## src/rtl/cd_pkt_pkg.sv

```systemverilog
// Shared flit definitions for the coherence-directory request path.
// Contents: flit field offsets, the kind encodings, the initiator FSM state
// encoding, and a helper that packs the flit fields into a 64-bit flit.
// The LLC-proxy side imports the same package, so both ends decode the
// same layout.
package cd_pkt_pkg;

  localparam int FLIT_W  = 64;
  localparam int KIND_LO = 62;   // [63:62]
  localparam int SRC_LO  = 60;   // [61:60]
  localparam int LLC_LO  = 58;   // [59:58]
  localparam int BEAT_LO = 56;   // [57:56]
  localparam int TAG_LO  = 52;   // [55:52]
  localparam int TAG_W   = 4;
  localparam int ADDR_W  = 52;   // [51:0]

  localparam logic [1:0] KIND_REQ = 2'b01;
  localparam logic [1:0] KIND_RSP = 2'b10;

  typedef enum logic [1:0] {
    ST_IDLE  = 2'd0,
    ST_ISSUE = 2'd1,
    ST_DRAIN = 2'd2,
    ST_DONE  = 2'd3
  } cd_state_e;

  function automatic logic [FLIT_W-1:0] make_flit(
    input logic [1:0]        kind,
    input logic [1:0]        src,
    input logic [1:0]        llc,
    input logic [1:0]        beat,
    input logic [TAG_W-1:0]  tag,
    input logic [ADDR_W-1:0] addr
  );
    logic [FLIT_W-1:0] f;
    f                   = '0;
    f[KIND_LO +: 2]     = kind;
    f[SRC_LO  +: 2]     = src;
    f[LLC_LO  +: 2]     = llc;
    f[BEAT_LO +: 2]     = beat;
    f[TAG_LO  +: TAG_W] = tag;
    f[0 +: ADDR_W]      = addr;
    return f;
  endfunction

endpackage

```

## src/rtl/cd_tag_tracker.sv

```systemverilog
// Outstanding-tag tracker: one bit per tag plus a per-tag expected-beat
// counter.
// Ports:
//   clk, reset            - clock, synchronous active-high reset
//   set_i, set_tag_i      - mark a tag outstanding (request transferred)
//   adv_i                 - accept one reply beat for rsp_tag_i; the last beat
//                           of a burst clears the tag
//   req_tag_i/req_busy_o  - query: is the next request's tag still in use
//   rsp_tag_i             - reply tag being examined
//   rsp_busy_o            - that tag is outstanding
//   rsp_beat_o            - the beat expected next on that tag
//   count_o               - number of outstanding tags
module cd_tag_tracker
  import cd_pkt_pkg::*;
#(
  parameter int MAX_OUT = 4,
  parameter int BURST   = 2,
  parameter int CNT_W   = $clog2(MAX_OUT + 1)
) (
  input  logic             clk,
  input  logic             reset,
  input  logic             set_i,
  input  logic [TAG_W-1:0] set_tag_i,
  input  logic             adv_i,
  input  logic [TAG_W-1:0] req_tag_i,
  output logic             req_busy_o,
  input  logic [TAG_W-1:0] rsp_tag_i,
  output logic             rsp_busy_o,
  output logic [1:0]       rsp_beat_o,
  output logic [CNT_W-1:0] count_o
);

  logic [MAX_OUT-1:0] bitmap_q, bitmap_d;
  logic [1:0]         beat_q [MAX_OUT];
  logic [1:0]         beat_d [MAX_OUT];

  // Tags at or above MAX_OUT match no entry and so read back as not busy.
  always_comb begin
    // NOTE: every output of a combinational block gets a default before any
    // branch, otherwise an unassigned path infers a latch.
    req_busy_o = 1'b0;
    rsp_busy_o = 1'b0;
    rsp_beat_o = 2'd0;
    count_o    = '0;
    for (int i = 0; i < MAX_OUT; i++) begin
      if (req_tag_i == TAG_W'(i)) req_busy_o = bitmap_q[i];
      if (rsp_tag_i == TAG_W'(i)) begin
        rsp_busy_o = bitmap_q[i];
        rsp_beat_o = beat_q[i];
      end
      count_o = count_o + CNT_W'(bitmap_q[i]);
    end
  end

  always_comb begin
    bitmap_d = bitmap_q;
    beat_d   = beat_q;
    for (int i = 0; i < MAX_OUT; i++) begin
      if (adv_i && rsp_tag_i == TAG_W'(i)) begin
        if (beat_q[i] == 2'(BURST - 1)) begin
          bitmap_d[i] = 1'b0;
          beat_d[i]   = 2'd0;
        end else begin
          beat_d[i] = beat_q[i] + 2'd1;
        end
      end
      // Evaluated after the clear so a same-cycle set on the same tag wins.
      if (set_i && set_tag_i == TAG_W'(i)) begin
        bitmap_d[i] = 1'b1;
        beat_d[i]   = 2'd0;
      end
    end
  end

  always_ff @(posedge clk) begin
    // NOTE: the per-tag beat counters are plain flops, not RAM, and are reset
    // like any other state; a stale beat would reject the first good reply.
    if (reset) begin
      bitmap_q <= '0;
      for (int i = 0; i < MAX_OUT; i++) beat_q[i] <= 2'd0;
    end else begin
      bitmap_q <= bitmap_d;
      beat_q   <= beat_d;
    end
  end

endmodule

```

## src/rtl/cd_req_initiator.sv

```systemverilog
// Request initiator: on start, issues num_req request flits (tag reused
// modulo MAX_OUT, never more than MAX_OUT outstanding), sinks BURST-beat
// replies, checks them, and signals done once every tag has drained.
// Ports:
//   clk, reset               - clock, synchronous active-high reset
//   start, num_req, src_id   - launch a run (accepted only in IDLE)
//   req_so/req_ro/req_do     - request send port (valid/ready/data)
//   rsp_si/rsp_ri/rsp_di     - reply receive port (valid/ready/data)
//   busy                     - high in ISSUE and DRAIN
//   done                     - one-cycle pulse in DONE
//   req_cnt, rsp_cnt         - requests sent, complete bursts received
//   err                      - sticky protocol error
module cd_req_initiator
  import cd_pkt_pkg::*;
#(
  parameter int DATA_W  = 64,
  parameter int BURST   = 2,
  parameter int MAX_OUT = 4
) (
  input  logic              clk,
  input  logic              reset,
  input  logic              start,
  input  logic [7:0]        num_req,
  input  logic [1:0]        src_id,
  output logic              req_so,
  input  logic              req_ro,
  output logic [DATA_W-1:0] req_do,
  input  logic              rsp_si,
  output logic              rsp_ri,
  input  logic [DATA_W-1:0] rsp_di,
  output logic              busy,
  output logic              done,
  output logic [7:0]        req_cnt,
  output logic [7:0]        rsp_cnt,
  output logic              err
);

  localparam int CNT_W = $clog2(MAX_OUT + 1);

  cd_state_e        state_q, state_d;
  logic [7:0]       num_q, num_d;
  logic [1:0]       src_q, src_d;
  logic [7:0]       req_cnt_q, req_cnt_d;
  logic [7:0]       rsp_cnt_q, rsp_cnt_d;
  logic             err_q, err_d;
  logic             armed_q, armed_d;   // first start seen since reset

  logic [TAG_W-1:0] next_tag;
  logic             req_fire, last_req;
  logic             rsp_fire, rsp_ok, rsp_adv, rsp_last, rsp_bad;
  logic             trk_req_busy, trk_rsp_busy;
  logic [1:0]       trk_rsp_beat;
  logic [CNT_W-1:0] trk_count;
  logic             unused_rsp;

  // Every data bit reaches the parity only so that lint sees it consumed;
  // the address and the high bits of a reply carry nothing we check.
  assign unused_rsp = ^rsp_di;

  // Request n = req_cnt_q: the index only moves on a transfer, so req_do
  // stays put while the receiver stalls.
  assign next_tag = TAG_W'(32'(req_cnt_q[3:0]) % MAX_OUT);

  always_comb begin
    req_so = !reset && state_q == ST_ISSUE && !trk_req_busy
             && (32'(trk_count) < MAX_OUT);
    req_do = '0;
    if (req_so)
      req_do = DATA_W'(make_flit(KIND_REQ, src_q, req_cnt_q[1:0], 2'd0,
                                 next_tag, ADDR_W'(req_cnt_q)));
    req_fire = req_so && req_ro;
    last_req = req_fire && ({1'b0, req_cnt_q} + 9'd1 == {1'b0, num_q});

    rsp_ri   = !reset && armed_q;
    rsp_fire = rsp_si && rsp_ri;
    rsp_ok   = state_q != ST_IDLE
               && rsp_di[KIND_LO +: 2] == KIND_RSP
               && rsp_di[SRC_LO +: 2] == src_q
               && trk_rsp_busy
               && rsp_di[BEAT_LO +: 2] == trk_rsp_beat;
    rsp_adv  = rsp_fire && rsp_ok;
    rsp_last = rsp_adv && trk_rsp_beat == 2'(BURST - 1);
    rsp_bad  = rsp_fire && !rsp_ok;

    busy = !reset && (state_q == ST_ISSUE || state_q == ST_DRAIN);
    done = !reset && state_q == ST_DONE;
  end

  always_comb begin
    state_d   = state_q;
    num_d     = num_q;
    src_d     = src_q;
    req_cnt_d = req_cnt_q;
    rsp_cnt_d = rsp_cnt_q;
    err_d     = err_q;
    armed_d   = armed_q;
    unique case (state_q)
      ST_IDLE: begin
        if (start) begin
          num_d     = num_req;
          src_d     = src_id;
          armed_d   = 1'b1;
          req_cnt_d = 8'd0;
          rsp_cnt_d = 8'd0;
          err_d     = 1'b0;
          state_d   = (num_req == 8'd0) ? ST_DONE : ST_ISSUE;
        end
      end
      ST_ISSUE: if (last_req) state_d = ST_DRAIN;
      ST_DRAIN: if (trk_count == '0) state_d = ST_DONE;
      ST_DONE:  state_d = ST_IDLE;
      default:  state_d = ST_IDLE;
    endcase
    // Neither transfer can fire in IDLE, so these never collide with the
    // clear on start.
    if (req_fire && req_cnt_q != 8'hFF) req_cnt_d = req_cnt_q + 8'd1;
    if (rsp_last && rsp_cnt_q != 8'hFF) rsp_cnt_d = rsp_cnt_q + 8'd1;
    // A bad reply arriving with start still flags; the run opens with err set.
    if (rsp_bad) err_d = 1'b1;
  end

  always_ff @(posedge clk) begin
    // NOTE: state registers use non-blocking assignments so every flop
    // samples the pre-edge values regardless of statement order.
    if (reset) begin
      state_q   <= ST_IDLE;
      num_q     <= 8'd0;
      src_q     <= 2'd0;
      req_cnt_q <= 8'd0;
      rsp_cnt_q <= 8'd0;
      err_q     <= 1'b0;
      armed_q   <= 1'b0;
    end else begin
      state_q   <= state_d;
      num_q     <= num_d;
      src_q     <= src_d;
      req_cnt_q <= req_cnt_d;
      rsp_cnt_q <= rsp_cnt_d;
      err_q     <= err_d;
      armed_q   <= armed_d;
    end
  end

  assign req_cnt = req_cnt_q;
  assign rsp_cnt = rsp_cnt_q;
  assign err     = err_q;

  cd_tag_tracker #(
    .MAX_OUT (MAX_OUT),
    .BURST   (BURST),
    .CNT_W   (CNT_W)
  ) u_tracker (
    .clk        (clk),
    .reset      (reset),
    .set_i      (req_fire),
    .set_tag_i  (next_tag),
    .adv_i      (rsp_adv),
    .req_tag_i  (next_tag),
    .req_busy_o (trk_req_busy),
    .rsp_tag_i  (rsp_di[TAG_LO +: TAG_W]),
    .rsp_busy_o (trk_rsp_busy),
    .rsp_beat_o (trk_rsp_beat),
    .count_o    (trk_count)
  );

endmodule

```

## config.mk

```make
export PLATFORM = sky130hd
export DESIGN_NAME = cd_req_initiator
export DESIGN_NICKNAME = d
export VERILOG_FILES = /design/src/rtl/cd_pkt_pkg.sv /design/src/rtl/cd_tag_tracker.sv /design/src/rtl/cd_req_initiator.sv
export SDC_FILE = /design/constraint.sdc
export NUM_CORES = 1
export LEC_CHECK = 0
export ABC_AREA = 1
export BUFFER_PORTS_ARGS = -buffer_cell sky130_fd_sc_hd__buf_2
export CELL_PAD_IN_SITES_DETAIL_PLACEMENT = 1
export CELL_PAD_IN_SITES_GLOBAL_PLACEMENT = 2
export CORE_UTILIZATION = 20
export DETAILED_ROUTE_END_ITERATION = 12
export PLACE_DENSITY = 0.77
export SETUP_SLACK_MARGIN = 0.15
export SYNTH_ARGS = -nofsm -noshare
export SYNTH_HDL_FRONTEND = slang
export SYNTH_SLANG_ARGS = --single-unit
```

## constraint.sdc

```tcl
create_clock -name clk -period 2.3 [get_ports clk]
set_input_delay 0.23 -clock clk [delete_from_list [all_inputs] [get_ports clk]]
set_output_delay 0.23 -clock clk [all_outputs]
set_load 0.01 [all_outputs]
```

---- Yosys cells after proc, flatten, opt, wreduce, memory -nomap -nowiden ----
Index checks and enable logic that the tools add are counted.
operators by class
  $add $sub $neg .......................... 10
  eq/ne operators ......................... 23
  mux-type cells .......................... 41
  reductions and logical operators ........ 63
  order comparisons ....................... 1
operator list
  cell                   number
  $mux W63               1
  $mux W8                4
  $reduce_bool A2 Y1     15
  $logic_and A1 B1 Y1    26
  $mux W2                12
  $mux W1                23
  $add A8 B1 Y8 const B  2
  $ne A8 B8 Y1 const B   2
  $reduce_and A2 Y1      8
  $eq A2 B1 Y1 const B   7
  $eq A2 B2 Y1 const B   5
  $add A8 B1 Y9 const B  1
  $eq A9 B8 Y1           1
  $add A2 B1 Y2 const B  4
  $eq A4 B2 Y1 const B   2
  $logic_not A4 Y1       2
  $logic_not A8 Y1       1
  $pmux W2 S4            1
  $reduce_or A2 Y1       4
  $add A3 B1 Y3          2
  $eq A2 B2 Y1           2
  $eq A4 B1 Y1 const B   1
  $ne A2 B2 Y1 const B   2
  $logic_not A1 Y1       3
  other kinds (7)        7
word-level totals
  logic and storage cells ................. 153
  bits in registers ....................... 42
  output and inout port bits .............. 85
  input port bits ......................... 79

---- Depth between registers and ports, before layout ----
Gate-level depths: netlist (run 1).
  word-level depth ........................ 12
  gate-level depth with buffers ........... 16
  gate-level depth less buffers ........... 16

---- Hierarchy ----
A second synthesis (run 1) with hierarchy kept.
second synthesis, totals
  cells, all modules ...................... 434
  area total of the unflattened synthesis .. 2,970.3 µm²
modules (own cells, without submodules)
  module            cells an instance  times used  sequential area each (µm²)  area each (µm²)
  cd_req_initiator  325                1           600.6                       2,230.9
  cd_tag_tracker    109                1           240.2                       739.5

---- Least setup slack after synthesis (run 1) ----
No wires, ideal clock.
  path kind ............................... register to output
  from .................................... register u_tracker.bitmap_q[0]
  to ...................................... output req_do[53]
  data arrival time ....................... 2.128 ns
  stages on the path, launching flop included .. 9
  path slack .............................. -0.058 ns
  required time ........................... 2.070 ns
  path buffers ............................ 2
  cells stage by stage .................... dfxtp_1 -> ha_1 -> fa_1 -> ha_1 -> a211oi_1 -> nand2_1 -> clkbuf_1 -> nor2_1 -> buf_4
between the ends
  longest elaborated chain between the ends .. 8
  elaborated cells between the ends (all ways) .. 12
RTL lines
  what                                                                   line                    text
  start: declaration                                                     cd_tag_tracker.sv:33    logic [MAX_OUT-1:0] bitmap_q, bitmap_d;
  start signal: assignment                                               cd_tag_tracker.sv:82    bitmap_q <= bitmap_d;
  parallel branches: the longest is 6 deep, another holds $add A3 B1 Y3  -
  $logic_and A1 B1 Y1 *                                                  cd_req_initiator.sv:66  && (32'(trk_count) < MAX_OUT);
  $mux W63 *                                                             cd_req_initiator.sv:68  if (req_so)
  end: declaration                                                       cd_req_initiator.sv:27  output logic [DATA_W-1:0] req_do,
Mark *: on every way between the ends.

---- Worst setup path after layout (run 1) ----
  from .................................... register u_tracker.bitmap_q[1]
  to ...................................... register state_q[1]
between the ends
  longest elaborated chain between the ends .. 10
  elaborated cells between the ends (all ways) .. 16
RTL lines
  what                                                                   line                     text
  parallel branches: the longest is 9 deep, another holds $add A3 B1 Y3  -
  $reduce_and A3 Y1 (no line) *                                          -
  end signal: assignment                                                 cd_req_initiator.sv:134  state_q <= state_d;
  end: declaration                                                       cd_req_initiator.sv:40   cd_state_e state_q, state_d;
Marked as above.
A chain may end at the register's enable or synchronous reset.

==> out/metrics.yaml, run 1 <==
status: "complete, but fails checks"
violations: "negative setup slack"
drc: 0
drt_iter0_drc: 66
p_int_uw: 1510
cellPowerDensity_nw_per_um2: 600
grt_start_max_net_pins: 24
cellLeakagePower_uw: 0.00177
grt_pass1_wl_um: 13800
num_antenna_cells: 0
critPathMaxFanout: 3
multi_input_area_um2: 1750
drtPass1Iterations: 4
synth_seq_area_share: 0.287
synth_area_um2: 2930
crit_path_end_kind: "flop"
crit_slowest_cell: "fa_2"
die_h_um: 123
clk-insertion-delay-late_ps: 290
drtAntennaViolNets: 0
setup_viol: 19
layout_common_cells: "nand2_1 (69), buf_2 (57), conb_1 (49)"
cpPeakStageDelay_ps: 370
grt_pass1_vias: 2904
cp_common_cell: "nand2_2"
fill_cells: 1792
fin_crit_sh: 1.05
cp.required_ps: 2460
place_hpwl_um: 6770
seq_area_um2: 843
wirelength_um: 8560
antenna_found_initial: 0
layout_setup_ws_ps: -112
cts_tree: "yes"
synth_cells: 434
root_buffer: "clkbuf_16"
io_pins: 164
ys_warn_count: 0
fmaxAchievable_mhz: 415
clock-skew-final_ps: 7.04
core_area_um2: 14100
viasPerCell: 4.04
htreeDepth: 2
p_comb_frac: 0.272
nets: 602
cp-start-kind: "flop"
synth.distinct_cells: 35
critPathKind: "flop to flop"
numCtsBuffers: 5
clock-sinks: 42
min-delay-path-class: "input port to flop"
area_growth_pct: 26.6
die-area_um2: 15100
finalMaxSlewViolations: 0
avgSynthCellArea_um2: 6.75
whs_ps: 217
grt_usage: 0.116
gr-total-overflow: 0
ir_worst_vdd_uv: 284
gp_congestion: 0.759
clkTransAtPathRegs_ps: 60
final_common_cell: "nand2_1"
fp.dieW_um: 123
totalPowerFinal_uw: 2220
p_clk_frac: 0.361
wl_per_cell_um: 12.4
start_util: 0.208
placementRows: 43
max_cap_viol_count: 0
clockBufferDepth: 2
drive_gt1_frac: 0.268
min_period_ps: 2410
worstPathArrival_ps: 2570
rsz0062_at_grt: "yes"
vias: 2796
cp_cell_sequence: "ha_4 -> fa_2 -> ha_4 -> a211oi_4 -> nand2_2 -> buf_6 -> nor2_4 -> nand2_2 -> nor2_1 -> nand3_1 -> nand2_2 -> nand2_2 -> nand2_2 -> a21oi_2"
synth-seq-cells: 42
p_sw_frac: 0.320
p_switching_uw: 711
finalHoldViolCount: 0
io_buffers: 60
power_frac_seq: 0.367
layout make-up:
class,count,share of cell area
repair buffers,84,0.140
multi-input cells,325,0.473
flip-flops and latches,42,0.227
clock buffers,7,0.0358
inverters,53,0.0550
well taps,180,0.0607
clock inverters,1,0.00810
timing repair:
item / CTS / global route
hold buffers: 0 / 0
setup endpoints to repair: 33 / 46
buffers inserted: 3 / 4
gates cloned: 0 / 1
pin swaps: 4 / 16
gates resized for setup: 14 / 25
kinds of logic after synthesis:
kind of cell / Yosys count / share of synthesized area
flip-flops: 42 / 0.287
adder cells (fa/ha/maj): 12 / 0.0538
AND/OR/NAND/NOR: 200 / 0.316
other: 1 / 0.00128
AO/OA/AOI/OAI: 58 / 0.103
XOR/XNOR: 6 / 0.0179
buffers and inverters: 115 / 0.220
worst max-delay path, delay by kind of cell (launching register included):
kind / cells / cell delay [ps]
AOI/OAI and AO/OA: 2 / 270
adders and majority gates: 3 / 780
buffers and inverters: 1 / 140
DFF: 1 / 340
and+or+nand+nor: 8 / 760
flip-flops by register name, summed over array words and instances (netlist names):
register,cells
num_q,8
req_cnt,8
rsp_cnt,8
u_tracker.beat_q,8
u_tracker.bitmap_q,4
src_q,2
state_q,2
armed_q,1
err,1
cell usage after synthesis, drive strengths merged:
cell type,number,area (um2)
nor3b,1,7.51
nand3,36,190
xnor2,1,8.76
or2,2,12.5
nor2,57,250
ha,11,138
nand2,87,344
a211oi,1,7.51
o21a,1,7.51
a21oi,31,155
inv,53,199
conb,1,3.75
nor3,2,21.3
nand3b,5,37.5
buf,57,428
fa,1,20.0
xor2,5,43.8
o211ai,2,15.0
o31ai,1,7.51
nor4,2,12.5
clkbuf,5,18.8
nand4,8,50.1
o21ai,22,110
dfxtp,42,841
per-stage QoR:
stage	util	instance area, um2	std cells	worst slack (ps)	TNS (ps)
after floorplan	-	3140	482	153	0
after global placement	0.237	3340	676	10.4	0
after detailed placement	0.237	3340	676	-38.4	-38.4
after CTS	0.253	3570	687	-112	-1440
after global routing	0.263	3710	692	-227	-3250
final	0.263	3710	692	-112	-1230
final timing paths:
check / depth (start not counted) / from / end / slack, ps
setup / recovery: 14 / u_tracker.bitmap_q[1]$_SDFFE_PP0P_ / state_q[1]$_SDFFE_PP0P_ / -110
hold / removal: 3 / num_req[4] / num_q[4]$_SDFFE_PP0P_ / 220
setup reg to reg: 14 / u_tracker.bitmap_q[1]$_SDFFE_PP0P_ / state_q[1]$_SDFFE_PP0P_ / -110
hold reg to reg: 2 / armed_q$_SDFFE_PP0P_ / armed_q$_SDFFE_PP0P_ / 460
power groups by stage:
stage	Combinational (uW)	Sequential (uW)	Clock (uW)
detailed placement	518	833	0
floorplan	402	824	0
global route	680	821	860
finish	605	817	802
global placement	509	829	0
CTS	562	816	835
layer usage:
metal	share of wire	global-route usage
met1	0.46	0.144
met2	0.49	0.209
met3	0.043	0.0254
met4	0.00094	0.0136
met5	0	0
(Power assumes the default switching activity.)
==> run 2: changes to the inputs <==
CORE_MARGIN = 3   (was not set)
==> run 2 against run 1 <==
Against the previous run: the run still ends with negative setup slack left; largest cell class unchanged; largest power group is now clock; clock power rose by 2.7%; highest routed layer unchanged; via count rose by 1.9%; core utilization fell by 0.34 points; sequential power barely moved; register-to-register slack improved by 90 ps; flip-flop and latch count did not move; cell count fell by 0.58%; global-route usage fell by 1.2 points; wire length rose by 2.1%.
==> out/metrics.yaml, run 2 (same netlist as run 1, synthesis figures left out) <==
status: "complete, but fails checks"
violations: "negative setup slack"
place_hpwl_um: 6940
io_pins: 164
cpPeakStageDelay_ps: 380
fmaxAchievable_mhz: 427
min_period_ps: 2340
fill_cells: 1794
gr-total-overflow: 0
grt_usage: 0.104
finalHoldViolCount: 0
placementRows: 43
ir_worst_vdd_uv: 335
fp.dieW_um: 127
seq_area_um2: 845
cellLeakagePower_uw: 0.00174
rsz0062_at_grt: "yes"
die-area_um2: 16100
grt_pass1_vias: 2857
critPathKind: "flop to output pin"
utilization: 0.260
drtPass1Iterations: 4
cp_top_family: "adder cells"
layout_setup_ws_ps: -39.5
nets: 599
worstMarginPinSlew_ps: 530
final_common_cell: "nand2_1"
drtAntennaViolNets: 0
grt_start_max_net_pins: 24
crit_slowest_cell: "fa_2"
numCtsBuffers: 5
grt_pass1_wl_um: 13800
start_util: 0.208
cp_num_buf_inv: 2
root_buffer: "clkbuf_16"
dr_wl_met3_um: 477
drt-met1-wl_um: 3890
power_frac_seq: 0.363
clock-skew-final_ps: 6.89
setup_viol: 16
cp.required_ps: 2070
io_buffers: 60
vias: 2848
postLayoutCellArea_um2: 3660
clk-insertion-delay-late_ps: 280
p_comb_frac: 0.270
placement.cell_area_um2: 3340
p_switching_uw: 710
htreeDepth: 2
wl_per_cell_um: 12.7
p_int_uw: 1540
antenna_found_initial: 0
p_sw_frac: 0.316
drt_iter0_drc: 109
worstPathArrival_ps: 2110
drive_gt1_frac: 0.254
p_clk_frac: 0.367
layout_common_cells: "nand2_1 (76), buf_2 (60), nor2_1 (49), conb_1 (49), inv_1 (48)"
max_cap_viol_count: 0
cts_tree: "yes"
clockBufferDepth: 2
cp_common_cell: "ha_4"
wirelength_um: 8740
min-delay-path-class: "input port to flop"
fin_crit_sh: 1.02
gp_congestion: 0.763
finalMaxSlewViolations: 0
die_h_um: 127
cp-start-kind: "flop"
cp_cell_sequence: "ha_4 -> fa_2 -> ha_4 -> a211oi_4 -> nand2_2 -> buf_6 -> nor2_4 -> buf_2"
core_area_um2: 14100
num_antenna_cells: 0
critPathMaxFanout: 11
viasPerCell: 4.14
max_slew_margin: 0.646
cellPowerDensity_nw_per_um2: 614
area_growth_pct: 24.9
multi_input_area_um2: 1740
totalPowerFinal_uw: 2250
crit_path_end_kind: "output pin"
wl_met2_um: 4310
drc: 0
clock-sinks: 42
clkTransAtPathRegs_ps: 60
highest_layer: "met4"
run 2: changes by cell type in the layout (fill, tap and decap cells not counted), moves of 2 or more:
cell	delta
clkbuf_1	-2
buf_4	-2
buf_2	+3
nand2_2	-6
nand2_4	-2
buf_6	-4
nand2_1	+7
run 2: routing by layer:
layer	track usage	vias to the layer above
li1	-	1425
met1	0.130	1348
met2	0.180	66
met4	0.0233	0
met5	0	-
met3	0.0255	9
run 2: path summary, 6_finish.rpt:
check,start,slack (ps),endpoint,depth (start not counted)
worst max-delay path,u_tracker.bitmap_q[1]$_SDFFE_PP0P_,-40,req_do[59],8
worst min-delay path,num_req[4],210,num_q[4]$_SDFFE_PP0P_,3
worst max register to register,u_tracker.bitmap_q[1]$_SDFFE_PP0P_,-20,state_q[1]$_SDFFE_PP0P_,14
worst min register to register,armed_q$_SDFFE_PP0P_,460,armed_q$_SDFFE_PP0P_,2
run 2: metrics by stage:
| stage | std cells | hold slack [ps] | TNS [ps] | worst slack, ps |
|---|---|---|---|---|
| after floorplan | 482 | 397 | 0 | 153 |
| after global placement | 676 | 437 | 0 | 10.9 |
| after detailed placement | 676 | 456 | -45.6 | -45.6 |
| after CTS | 686 | 214 | -1260 | -105 |
| after global routing | 688 | 236 | -2780 | -148 |
| final | 688 | 213 | -245 | -39.5 |
run 2: what timing repair did:
item	CTS	global route
hold buffers	0	0
pin swaps	4	4
setup buffers	3	2
resized for setup	19	12
setup endpoints to repair	35	45
run 2: tightest hold or removal path: stages:
cell     delay, ps
buf_2           80
o21ai_0         70
nor2_1          80
run 2: final cells by class:
class,instances,share of cell area
Sequential cell,42,0.231
Inverter,53,0.0578
Tap cell,180,0.0615
Timing Repair Buffer,81,0.129
Clock buffer,6,0.0379
Multi-Input combinational cell,325,0.475
Clock inverter,1,0.00821
run 2: power by group through the flow:
stage	Sequential [uW]	Combinational, uW	Clock (uW)
after floorplan	824	402	0
after detailed placement	832	520	0
after global routing	819	684	884
after CTS	814	582	852
final	815	607	824
after global placement	829	508	0
==> run 3: changes to the inputs <==
CORE_MARGIN = 5   (was 3)
SKIP_CTS_REPAIR_TIMING = 1   (was not set)
==> run 3 against run 2 <==
Against the previous run: the run still ends with negative setup slack left; flip-flop and latch count did not move; non-clock buffer count rose by 3; sequential power barely moved; design area is 2.5% higher; register-to-register slack worse by 40 ps; die area grew 6.4%; hold slack better by 2.0 ps; total power fell by 3.4%; global-route usage is 0.23 points lower; critical path type unchanged; largest power group is now sequential cells.
==> out/metrics.yaml, run 3 (same netlist as run 1, synthesis figures left out) <==
status: "complete, but fails checks"
violations: "negative setup slack"
root_buffer: "clkbuf_16"
drc: 0
hold_depth: 3
core_area_um2: 14400
reg2reg_slack_ps: -60
min-delay-path-class: "input port to flop"
grt_pass1_vias: 2958
die-area_um2: 17200
numCtsBuffers: 5
drive_gt1_frac: 0.295
io_pins: 164
p_int_uw: 1430
layout_common_cells: "nand2_1 (68), buf_2 (60), nor2_1 (49), conb_1 (49), inv_1 (46)"
nets: 602
critPathKind: "flop to output pin"
max_cap_viol_count: 0
clockBufferDepth: 2
power_frac_seq: 0.376
grt_pass1_wl_um: 14000
reg2reg_to: "state_q[1]$_SDFFE_PP0P_"
seq_area_um2: 850
critPathMaxFanout: 11
postLayoutCellArea_um2: 3750
drt_iter0_drc: 54
clk-insertion-delay-late_ps: 290
worstPathArrival_ps: 2170
cp-start-kind: "flop"
rsz0062_at_grt: "yes"
start_util: 0.203
finalMaxSlewViolations: 0
layout_setup_ws_ps: -100
die_h_um: 131
crit_path_end_kind: "output pin"
p_clk_frac: 0.314
wl_per_cell_um: 13.1
grt_start_max_net_pins: 24
fp.dieW_um: 131
setup_viol: 18
pre_cts_ws_ps: -15.2
place_hpwl_um: 7280
viasPerCell: 4.15
placement.cell_area_um2: 3360
area_growth_pct: 28.1
clock-sinks: 42
clock-skew-final_ps: 10.3
p_comb_frac: 0.310
io_buffers: 60
fill_cells: 1813
placementRows: 44
min_from: "num_req[0]"
reg2reg_from: "u_tracker.bitmap_q[1]$_SDFFE_PP0P_"
antenna_found_initial: 1
fin_crit_sh: 1.04
cellPowerDensity_nw_per_um2: 578
min_period_ps: 2400
grt_usage: 0.102
gp_congestion: 0.760
fmaxAchievable_mhz: 417
final_common_cell: "nand2_1"
ir_worst_vdd_uv: 227
finalHoldViolCount: 0
htreeDepth: 2
drtPass1Iterations: 4
p_switching_uw: 743
num_antenna_cells: 0
cts_tree: "yes"
multi_input_area_um2: 1830
cp.required_ps: 2070
drtAntennaViolNets: 0
wirelength_um: 9120
p_sw_frac: 0.342
clkTransAtPathRegs_ps: 60
vias: 2885
gr-total-overflow: 0
holdPathEnd: "num_q[0]$_SDFFE_PP0P_"
cellLeakagePower_uw: 0.00178
r2r_cells: 13
==> run 3: cell types whose count changed in the layout (fill, tap and decap cells not counted), moves of 2 or more <==
cell / before / now
a21oi_2: 2 / 7
nand3_1: 32 / 30
buf_4: 17 / 19
inv_1: 48 / 46
nand2_4: 2 / 8
dfxtp_1: 39 / 37
nand2_1: 76 / 68
nand2_2: 8 / 11
a21oi_1: 29 / 24
==> run 3: worst max path at each step <==
| stage | start | to | cells after the start |
|---|---|---|---|
| floorplan | u_tracker.bitmap_q[1]$_SDFFE_PP0P_ | state_q[1]$_SDFFE_PP0P_ | 13 |
| detailed placement | u_tracker.bitmap_q[1]$_SDFFE_PP0P_ | state_q[1]$_SDFFE_PP0P_ | 13 |
| CTS | u_tracker.bitmap_q[1]$_SDFFE_PP0P_ | req_do[58] | 8 |
| global route | u_tracker.bitmap_q[1]$_SDFFE_PP0P_ | req_do[60] | 8 |
| global placement | u_tracker.bitmap_q[1]$_SDFFE_PP0P_ | state_q[1]$_SDFFE_PP0P_ | 13 |
| finish | u_tracker.bitmap_q[1]$_SDFFE_PP0P_ | req_do[53] | 8 |
==> run 3: area by class of cell <==
cell class | instances | area share
Clock buffer | 6 | 0.0343
Tap cell | 184 | 0.0614
Sequential cell | 42 | 0.226
Inverter | 53 | 0.0564
Timing Repair Buffer | 84 | 0.133
Clock inverter | 1 | 0.00200
Multi-Input combinational cell | 325 | 0.486
==> run 3: per-layer routing <==
layer	global-route usage	up-vias	wire length, um
met2	0.180	67	4620
met1	0.124	1368	3930
li1	-	1437	-
met3	0.0260	11	477
met4	0.0212	2	79
met5	0	-	13
==> run 3: critical path, cell delays in order (launching register included) <==
cell and delay [ps]:
dfxtp_2 340, ha_4 240, fa_2 400, ha_4 170, a211oi_2 180, nand2_2 130, buf_6 180, nor2_4 120
buf_2 140
==> run 3: per-stage QoR <==
stage	setup TNS, ps	std cells	util	power, uW	hold slack [ps]
floorplan	0	482	-	1230	397
global placement	0	682	0.233	1350	437
detailed placement	-15.2	682	0.233	1370	456
CTS	-2940	689	0.242	2070	209
global route	-2840	695	0.260	2310	229
finish	-1290	695	0.260	2170	215
==> run 3: power by group through the flow <==
stage	clock, uW	combinational [uW]	sequential [uW]
finish	681	672	817
global route	742	746	823
CTS	717	539	813
detailed placement	0	536	830
global placement	0	521	826
floorplan	0	402	824
